<file path="config.mk">
export PLATFORM = sky130hd
export DESIGN_NAME = des_key_schedule
export DESIGN_NICKNAME = d
export VERILOG_FILES = /design/src/rtl/des_pkg.sv /design/src/rtl/des_pc2.sv /design/src/rtl/des_key_schedule.sv
export SDC_FILE = /design/constraint.sdc
export NUM_CORES = 1
export LEC_CHECK = 0
export CAP_MARGIN = 20
export CORE_ASPECT_RATIO = 2
export CORE_MARGIN = 2
export CORE_UTILIZATION = 52
export CTS_BUF_LIST = sky130_fd_sc_hd__clkbuf_8
export DETAILED_ROUTE_END_ITERATION = 12
export GPL_ROUTABILITY_DRIVEN = 0
export HOLD_SLACK_MARGIN = 0.02
export PLACE_DENSITY = 0.83
export SETUP_SLACK_MARGIN = 0.4
export SLEW_MARGIN = 10
export SYNTH_ARGS = -nofsm -noshare
export SYNTH_HDL_FRONTEND = slang
export SYNTH_SLANG_ARGS = --single-unit
export TNS_END_PERCENT = 100
</file>
<file path="constraint.sdc">
create_clock -name clk_i -period 2.2 [get_ports clk_i]
set_input_delay 0.55 -clock clk_i [delete_from_list [all_inputs] [get_ports clk_i]]
set_output_delay 0.55 -clock clk_i [all_outputs]
set_load 0.02 [all_outputs]
</file>
<file path="src/rtl/des_pkg.sv">
// Shared DES key-schedule constants: PC-1, PC-2 and shift tables (FIPS 1-based bit numbers),
// the C/D register type, the sequencer states and the per-half rotation helpers.
package des_pkg;

    localparam int DES_ROUNDS = 16;
    localparam logic [3:0] LAST_ROUND = 4'(DES_ROUNDS - 1);

    typedef logic [55:0] des_cd_t;

    typedef enum logic {
        ST_IDLE,
        ST_RUN
    } ks_state_e;

    localparam int PC1 [56] = '{
        57, 49, 41, 33, 25, 17,  9,
         1, 58, 50, 42, 34, 26, 18,
        10,  2, 59, 51, 43, 35, 27,
        19, 11,  3, 60, 52, 44, 36,
        63, 55, 47, 39, 31, 23, 15,
         7, 62, 54, 46, 38, 30, 22,
        14,  6, 61, 53, 45, 37, 29,
        21, 13,  5, 28, 20, 12,  4
    };

    localparam int PC2 [48] = '{
        14, 17, 11, 24,  1,  5,
         3, 28, 15,  6, 21, 10,
        23, 19, 12,  4, 26,  8,
        16,  7, 27, 20, 13,  2,
        41, 52, 31, 37, 47, 55,
        30, 40, 51, 45, 33, 48,
        44, 49, 39, 56, 34, 53,
        46, 42, 50, 36, 29, 32
    };

    localparam logic [1:0] SHIFT [16] = '{
        2'd1, 2'd1, 2'd2, 2'd2, 2'd2, 2'd2, 2'd2, 2'd2,
        2'd1, 2'd2, 2'd2, 2'd2, 2'd2, 2'd2, 2'd2, 2'd1
    };

    // C occupies cd[55:28] and D cd[27:0]; each half rotates on its own by 1 or 2.
    function automatic des_cd_t rotl_cd(input des_cd_t cd, input logic [1:0] amt);
        logic [27:0] c;
        logic [27:0] d;
        c = cd[55:28];
        d = cd[27:0];
        if (amt == 2'd2) begin
            c = {c[25:0], c[27:26]};
            d = {d[25:0], d[27:26]};
        end else begin
            c = {c[26:0], c[27]};
            d = {d[26:0], d[27]};
        end
        return {c, d};
    endfunction

    function automatic des_cd_t rotr_cd(input des_cd_t cd, input logic [1:0] amt);
        logic [27:0] c;
        logic [27:0] d;
        c = cd[55:28];
        d = cd[27:0];
        if (amt == 2'd2) begin
            c = {c[1:0], c[27:2]};
            d = {d[1:0], d[27:2]};
        end else begin
            c = {c[0], c[27:1]};
            d = {d[0], d[27:1]};
        end
        return {c, d};
    endfunction

endpackage

</file>
<file path="src/rtl/des_pc2.sv">
// PC-2 compression: pure bit selection from the 56-bit C/D pair to a 48-bit round key.
module des_pc2
    import des_pkg::*;
(
    input  des_cd_t     cd_i,
    output logic [47:0] rkey_o
);

    for (genvar g = 0; g < 48; g++) begin : g_sel
        assign rkey_o[47 - g] = cd_i[56 - PC2[g]];
    end

    // FIPS C/D bits 9, 18, 22, 25, 35, 38, 43 and 54 are dropped by PC-2.
    logic unused_cd;
    assign unused_cd = ^{cd_i[47], cd_i[38], cd_i[34], cd_i[31],
                         cd_i[21], cd_i[18], cd_i[13], cd_i[2]};

endmodule

</file>
<file path="src/rtl/des_key_schedule.sv">
// Sequential DES round-key generator: accepts one key, then streams 16 round keys in
// encrypt (K1..K16) or decrypt (K16..K1) order using rotations only.
module des_key_schedule
    import des_pkg::*;
(
    input  logic        clk_i,
    input  logic        rst_ni,
    input  logic        key_valid_i,
    output logic        key_ready_o,
    input  logic [63:0] key_i,
    input  logic        decrypt_i,
    input  logic        abort_i,
    output logic        rkey_valid_o,
    input  logic        rkey_ready_i,
    output logic [47:0] rkey_o,
    output logic [3:0]  round_o,
    output logic        last_o
);

    ks_state_e   state_q, state_d;
    des_cd_t     cd_q, cd_d;
    logic [3:0]  round_q, round_d;
    logic        dec_q, dec_d;
    des_cd_t     pc1_key;

    for (genvar g = 0; g < 56; g++) begin : g_pc1
        assign pc1_key[55 - g] = key_i[64 - PC1[g]];
    end

    // Parity bits (FIPS 8, 16, ..., 64) never reach the schedule.
    logic unused_parity;
    assign unused_parity = ^{key_i[56], key_i[48], key_i[40], key_i[32],
                             key_i[24], key_i[16], key_i[8],  key_i[0]};

    always_ff @(posedge clk_i or negedge rst_ni) begin
        if (!rst_ni) begin
            state_q <= ST_IDLE;
            cd_q    <= '0;
            round_q <= '0;
            dec_q   <= 1'b0;
        end else begin
            state_q <= state_d;
            cd_q    <= cd_d;
            round_q <= round_d;
            dec_q   <= dec_d;
        end
    end

    // Decrypt starts from the unrotated C0/D0: the full 28-bit cycle makes that K16.
    always_comb begin
        state_d = state_q;
        cd_d    = cd_q;
        round_d = round_q;
        dec_d   = dec_q;
        unique case (state_q)
            ST_IDLE: begin
                if (key_valid_i) begin
                    cd_d    = decrypt_i ? pc1_key : rotl_cd(pc1_key, 2'd1);
                    dec_d   = decrypt_i;
                    round_d = '0;
                    state_d = ST_RUN;
                end
            end
            ST_RUN: begin
                if (rkey_ready_i) begin
                    if (round_q == LAST_ROUND) begin
                        state_d = ST_IDLE;
                        round_d = '0;
                    end else begin
                        round_d = round_q + 4'd1;
                        cd_d    = dec_q ? rotr_cd(cd_q, SHIFT[4'd15 - round_q])
                                        : rotl_cd(cd_q, SHIFT[round_q + 4'd1]);
                    end
                end
            end
            default: state_d = ST_IDLE;
        endcase
        if (abort_i) begin
            state_d = ST_IDLE;
            round_d = '0;
        end
    end

    des_pc2 u_pc2 (
        .cd_i   (cd_q),
        .rkey_o (rkey_o)
    );

    assign key_ready_o  = (state_q == ST_IDLE);
    assign rkey_valid_o = (state_q == ST_RUN);
    assign round_o      = round_q;
    assign last_o       = (state_q == ST_RUN) && (round_q == LAST_ROUND);

endmodule
</file>
# --- After elaboration in Yosys (flattened, before gate mapping) ---
# Memory sizes are Yosys's and may differ from the RTL's.
# Index checks and enable logic that the tools add are counted.
op_classes:
  n_addsub: 2
  n_lt_le_gt_ge: 2
  n_eq_ne: 8
  muxes: 24
  n_bitwise: 3
  n_reduce_logical: 4
ops:
  columns: ["cell", "count"]
  rows:
  - ["2-to-1 mux 56 bit", 5]
  - ["2-to-1 mux 28 bit", 4]
  - ["one-hot mux 56 bit (2 select lines)", 1]
  - ["2-to-1 mux 4 bit", 4]
  - ["greater-or-equal comparator 5 bit (second input constant)", 2]
  - ["inverter 4 -> 5 bit", 2]
  - ["2-to-1 mux 2 bit", 4]
  - ["one-hot mux 4 bit (2 select lines)", 1]
  - ["!= test 2 bit (second input constant)", 3]
  - ["adder 4 x 1 -> 4 bit (second input constant)", 1]
  - ["equality test 2 bit (second input constant)", 2]
  - ["equality test 4 bit (second input constant)", 1]
  - ["2-to-1 mux 1 bit", 4]
  - ["AND reduction 2 bit", 2]
  - ["subtractor 4 bit (first input constant)", 1]
  - ["!= test 3 x 2 -> 1 bit (second input constant)", 1]
  - ["!= test 3 bit (second input constant)", 1]
  - ["AND reduction 3 bit", 1]
  - ["one-hot mux 1 bit (2 select lines)", 1]
  - ["logical AND 1 bit", 1]
  - ["inverter 1 bit", 1]
word_totals:
  reg_bits: 62
  mem_bits_ro: 64
  input_bits: 70
  elab_cells: 49
  n_memories: 2
memory_table:
  columns: ["memory", "words", "word_bits", "rd", "rd_clocked_by_memory_dff", "write_ports", "line_no", "source"]
  rows:
  - ["(name not given)", 16, 2, 1, 0, 0, "des_key_schedule.sv:72", ": rotl_cd(cd_q, SHIFT[round_q + 4'd1]);"]
  - ["(name not given)", 16, 2, 1, 0, 0, "des_key_schedule.sv:71", "cd_d = dec_q ? rotr_cd(cd_q, SHIFT[4'd15 - round_q])"]

# --- Longest topological paths before layout ---
# Gate-level depths: netlist (run 1).
depth:
  depth_word: 11
  ltp_mapped: 9
  depth_no_buf: 7

# --- By module ---
# A second synthesis (run 1) with hierarchy kept.
hier_totals:
  hier_cells: 539
  hier_area_um2: 5266.3
by_module_without_submodules:
  columns: ["mod", "n_inst", "cells_each", "area_per_inst_um2"]
  rows:
  - ["des_key_schedule", 1, 491, 4906.0]
  - ["des_pc2", 1, 48, 360.3]

# --- Worst setup path before layout (run 1) ---
# No wires, ideal clock.
synth_path:
  path_type: "reg-to-reg"
  from: "register round_q[0], in the netlist round_o[0]"
  to: "register cd_q[0]"
  setup_ns: 0.141
  arrival_time_ns: 1.949
  required_ns: 2.059
  path_slack_ns: 0.109
  path_stages_with_launch: 9
  cell_sequence: "dfrtp_1 -> ha_1 -> nor4b_2 -> nor3_2 -> buf_6 -> buf_12 -> mux2_4 -> o221ai_1 -> a31oi_1"
synth_via:
  elab_chain_cells: 11
  elab_cells_between_ends: 21
synth_rtl:
  columns: ["element", "line_no", "source"]
  rows:
  - ["from (decl)", "des_key_schedule.sv:22", "logic [3:0] round_q, round_d;"]
  - ["from (signal assigned)", "des_key_schedule.sv:44", "round_q <= round_d;"]
  - ["adder 4 x 1 -> 4 bit / subtractor 4 bit (equally long branches)", "des_key_schedule.sv:72, des_key_schedule.sv:71", null]
  - ["inverter 4 -> 5 bit, on equally long branches", "des_key_schedule.sv:72, des_key_schedule.sv:71", null]
  - ["memory read (16 x 2 bit), on equally long branches", null, null]
  - ["2-to-1 mux 2 bit, on equally long branches (2 in series)", "des_key_schedule.sv:72, des_key_schedule.sv:71", null]
  - ["equality test 2 bit, on equally long branches", "des_pkg.sv:48, des_pkg.sv:63", null]
  - ["2-to-1 mux 28 bit, on equally long branches", "des_pkg.sv:48, des_pkg.sv:63", null]
  - ["2-to-1 mux 56 bit", "des_key_schedule.sv:71", null]
  - ["2-to-1 mux 56 bit", "des_key_schedule.sv:66", "if (round_q == LAST_ROUND) begin"]
  - ["2-to-1 mux 56 bit", "des_key_schedule.sv:65", "if (rkey_ready_i) begin"]
  - ["one-hot mux 56 bit (2 select lines)", "des_key_schedule.sv:55", "unique case (state_q)"]
  - ["to (signal assigned)", "des_key_schedule.sv:38", "cd_q <= '0;"]
  - ["to (signal assigned)", "des_key_schedule.sv:43", "cd_q <= cd_d;"]
  - ["to (decl)", "des_key_schedule.sv:21", "des_cd_t cd_q, cd_d;"]
# Parallel ways exist; a longest one is shown, timed or not. The select of a mux whose other input is x is not followed.
# A chain may end at the register's enable or synchronous reset.

# --- Final worst setup path (run 1) ---
layout_path:
  from: "register round_q[1], in the netlist round_o[1]"
  to: "register cd_q[23]"
# The elaborated chain is that of the path after synthesis.

==> results of run 1 <==
timing repair:
item / in CTS / in global routing
endpoints found under the setup margin: 111 / 82
gates cloned: 8 / 1
buffers inserted: 13 / 1
pin swaps: 41 / 9
resized for setup: 95 / 40
hold buffers: 0 / 0
endpoints found under the hold margin: 0 / 0
power by group:
part | leakage [nW] | internal, mW | total, mW | switching (mW)
logic | 2.44 | 1.00 | 1.99 | 0.990
registers | 0.688 | 1.36 | 1.81 | 0.443
clock network | 0.0735 | 0.407 | 0.929 | 0.522
cell usage after synthesis (all sizes together):
master	n
a21boi	1
a21o	1
a21oi	4
a22o	1
a311oi	1
a31oi	57
a32oi	1
and2	1
and3	1
buf	82
clkbuf	16
dfrtp	62
ha	4
inv	4
mux2	56
mux2i	56
nand2	175
nand3	1
nor2	7
nor2b	2
nor3	2
nor4	2
nor4b	1
o211ai	1
o21ai	1
o221ai	55
o32ai	1
or2	1
or3	2
xnor2	1
per-layer routing:
metal / wire (microns) / share of wire / up-vias / global-route usage
met5: 0 / 0 / - / 0
li1: - / - / 2327 / -
met3: 1250 / 0.069 / 96 / 0.0693
met2: 9670 / 0.54 / 293 / 0.560
met1: 6020 / 0.33 / 2625 / 0.354
met4: 1110 / 0.061 / 0 / 0.184
how the worst max path moves through the flow:
| stage | end | startpoint | cells past startpoint | slack (ns) |
|---|---|---|---|---|
| floorplan | cd_q[10]$_DFFE_PN0P_ | round_o[1]$_DFFE_PN0P_ | 9 | 0.23 |
| global placement | cd_q[32]$_DFFE_PN0P_ | round_o[1]$_DFFE_PN0P_ | 8 | 0.04 |
| detailed placement | cd_q[34]$_DFFE_PN0P_ | round_o[1]$_DFFE_PN0P_ | 8 | -0.03 |
| CTS | cd_q[36]$_DFFE_PN0P_ | round_o[1]$_DFFE_PN0P_ | 9 | 0.12 |
| global route | cd_q[23]$_DFFE_PN0P_ | round_o[1]$_DFFE_PN0P_ | 8 | -0.18 |
| finish | cd_q[23]$_DFFE_PN0P_ | round_o[1]$_DFFE_PN0P_ | 8 | -0.04 |
cell families after synthesis:
| kind of cell | count (synthesis) | share of synthesized area |
|---|---|---|
| buf+inv | 102 | 0.126 |
| compound gates | 124 | 0.175 |
| xor+xnor | 1 | 0.00164 |
| simple gates | 195 | 0.146 |
| fa+ha+maj | 4 | 0.00939 |
| flops | 62 | 0.291 |
| mux | 112 | 0.251 |
through the flow:
stage,power [mW],TNS (ns),cells,hold WS (ns)
finish,4.73,-0.0419,821,0.177
global route,4.95,-0.772,821,0.209
CTS,4.57,0,819,0.202
detailed placement,3.77,-0.0765,782,0.578
global placement,3.71,0,782,0.556
floorplan,3.15,0,600,0.254
state kept, by name (all words and copies together), names as in the netlist:
name,cells
rkey_valid_o,1
cd_q,56
round_o,4
dec_q,1
area by class of cell:
cell class / instances / area, sq um / area share
multi-input cells: 437 / 3580 / 0.488
clock inverters: 7 / 51.3 / 0.00698
flip-flops and latches: 62 / 1570 / 0.214
clock buffers: 9 / 124 / 0.0169
inverters: 4 / 15.0 / 0.00204
well taps: 135 / 169 / 0.0230
repair buffers: 167 / 1830 / 0.249
==> impl_metrics.py, run 1 <==
metrics = {
    "cells_and_area": {
        "syn2layout_area_growth_pct": 37.8,
        "design_area_sq_um": 7350,
        "final_cell_mix": "nand2_1, clkdlybuf4s50_1, mux2i_1, a31oi_1, dfrtp_1",
        "layout_commonest_cell": "nand2_1",
        "drive_gt1_frac": 0.319,
        "insertedDiodeCount": 0,
        "final_nets": 755,
        "postLayoutCoreUtil": 0.729,
        "fillers": 702,
    },
    "worst_setup_path": {
        "r2r-end": "cd_q[23]$_DFFE_PN0P_",
        "cp.buffers_inverters": 3,
        "path_cells": "inv_2 -> ha_2 -> nor4_2 -> buf_4 -> a21o_2 -> buf_12 -> nand2_1 -> a31oi_1",
        "reg2reg_from": "round_o[1]$_DFFE_PN0P_",
        "reg2reg_setup_slack_ns": -0.04,
        "crit_path_start_kind": "flop",
        "critical_path.top_delay_family": "buffers and inverters",
        "r2r_cells": 8,
        "path_max_fanout": 37,
        "cp.required_ns": 2.45,
        "worstSetupPathType": "reg -> reg",
        "end_kind": "flop",
        "slowest_stage": "dfrtp_2",
        "critical-path-max-stage-delay_ns": 0.45,
        "cp.arrival_ns": 2.50,
    },
    "grt": {
        "grt_max_degree": 63,
        "grt_pass1_vias": 5380,
        "grt-ovfl-total": 0,
        "grt_pass1_wl_microns": 27900,
        "antenna_found_initial": 0,
        "grt_usage": 0.326,
    },
    "sta": {
        "fin_ws_ns": -0.0419,
        "maxSlewViolCount": 0,
        "fin_skew_ns": 0.0101,
        "period_share": 1.02,
        "setup_violations": 1,
        "max_slew_margin": 0.726,
        "tightest_slew_ns": 0.411,
        "maxClockFrequency_ghz": 0.446,
        "period_needed_ns": 2.24,
        "hold_violations": 0,
        "rsz0062_at_grt": "yes",
    },
    "placement": {
        "place_ws_ns": -0.0335,
        "dp_hpwl_microns": 10800,
        "portBuffers": 116,
        "place_area_sq_um": 6710,
    },
    "routing": {
        "num_vias": 5341,
        "antenna_left": 0,
        "drc": 0,
        "first_iter_violations": 513,
        "viasPerCell": 6.51,
        "wl_per_cell_microns": 22.0,
        "finalWirelength_microns": 18100,
        "firstDrtPassIters": 5,
    },
    "worst_hold_path": {
        "hp-class": "in -> async",
    },
    "die": {
        "core_area_sq_um": 10100,
        "dieWidth_microns": 75.6,
        "num_rows": 52,
        "dieArea_sq_um": 11100,
        "die_h_microns": 147,
        "start_util": 0.529,
        "io_pins": 125,
    },
    "logic_synthesis": {
        "syn-num-nets": 674,
        "synth_area_sq_um": 5330,
        "synth.area.top_cells": "dfrtp_1, nand2_1, mux2_4, mux2i_1, o221ai_1",
        "synth_top_area_cell": "dfrtp_1",
        "netlist_instances": 600,
        "synthDistinctLibCells": 38,
        "seq_area_frac_synth": 0.291,
        "yosysWarnings": 0,
        "synth-seq-cells": 62,
        "syn_avg_cell_area_sq_um": 8.89,
        "synth_top_area_frac": 0.291,
    },
    "pwr": {
        "p_leak_nw": 3.20,
        "p_per_area_nw_per_um2": 643,
        "peakVddDrop_uv": 517,
    },
    "clock_tree": {
        "ctsHtreeMaxLevel": 3,
        "cts_tree": "done",
        "cts_root_buffer": "clkbuf_8",
        "clkTransAtPathRegs_ns": 0.08,
        "cts_sinks": 62,
        "insertion_delay_ns": 0.36,
        "numCtsBuffers": 9,
        "clock_path_buffers": 2,
    },
    "outcome": {
        "status": "finished with violations",
        "violations": "negative setup slack",
    },
    "job": {
        "drv_cap": 0,
    },
}
Power figures use the tool's default switching activity.
==> inputs of run 2 (changes only) <==
--- a/config.mk
+++ b/config.mk
@@ -5,7 +5,6 @@
 export SDC_FILE = /design/constraint.sdc
 export NUM_CORES = 1
 export LEC_CHECK = 0
-export CAP_MARGIN = 20
 export CORE_ASPECT_RATIO = 2
 export CORE_MARGIN = 2
 export CORE_UTILIZATION = 52
==> results of run 2 <==
Final layout, timing and power as in run 1 (identical DEF).
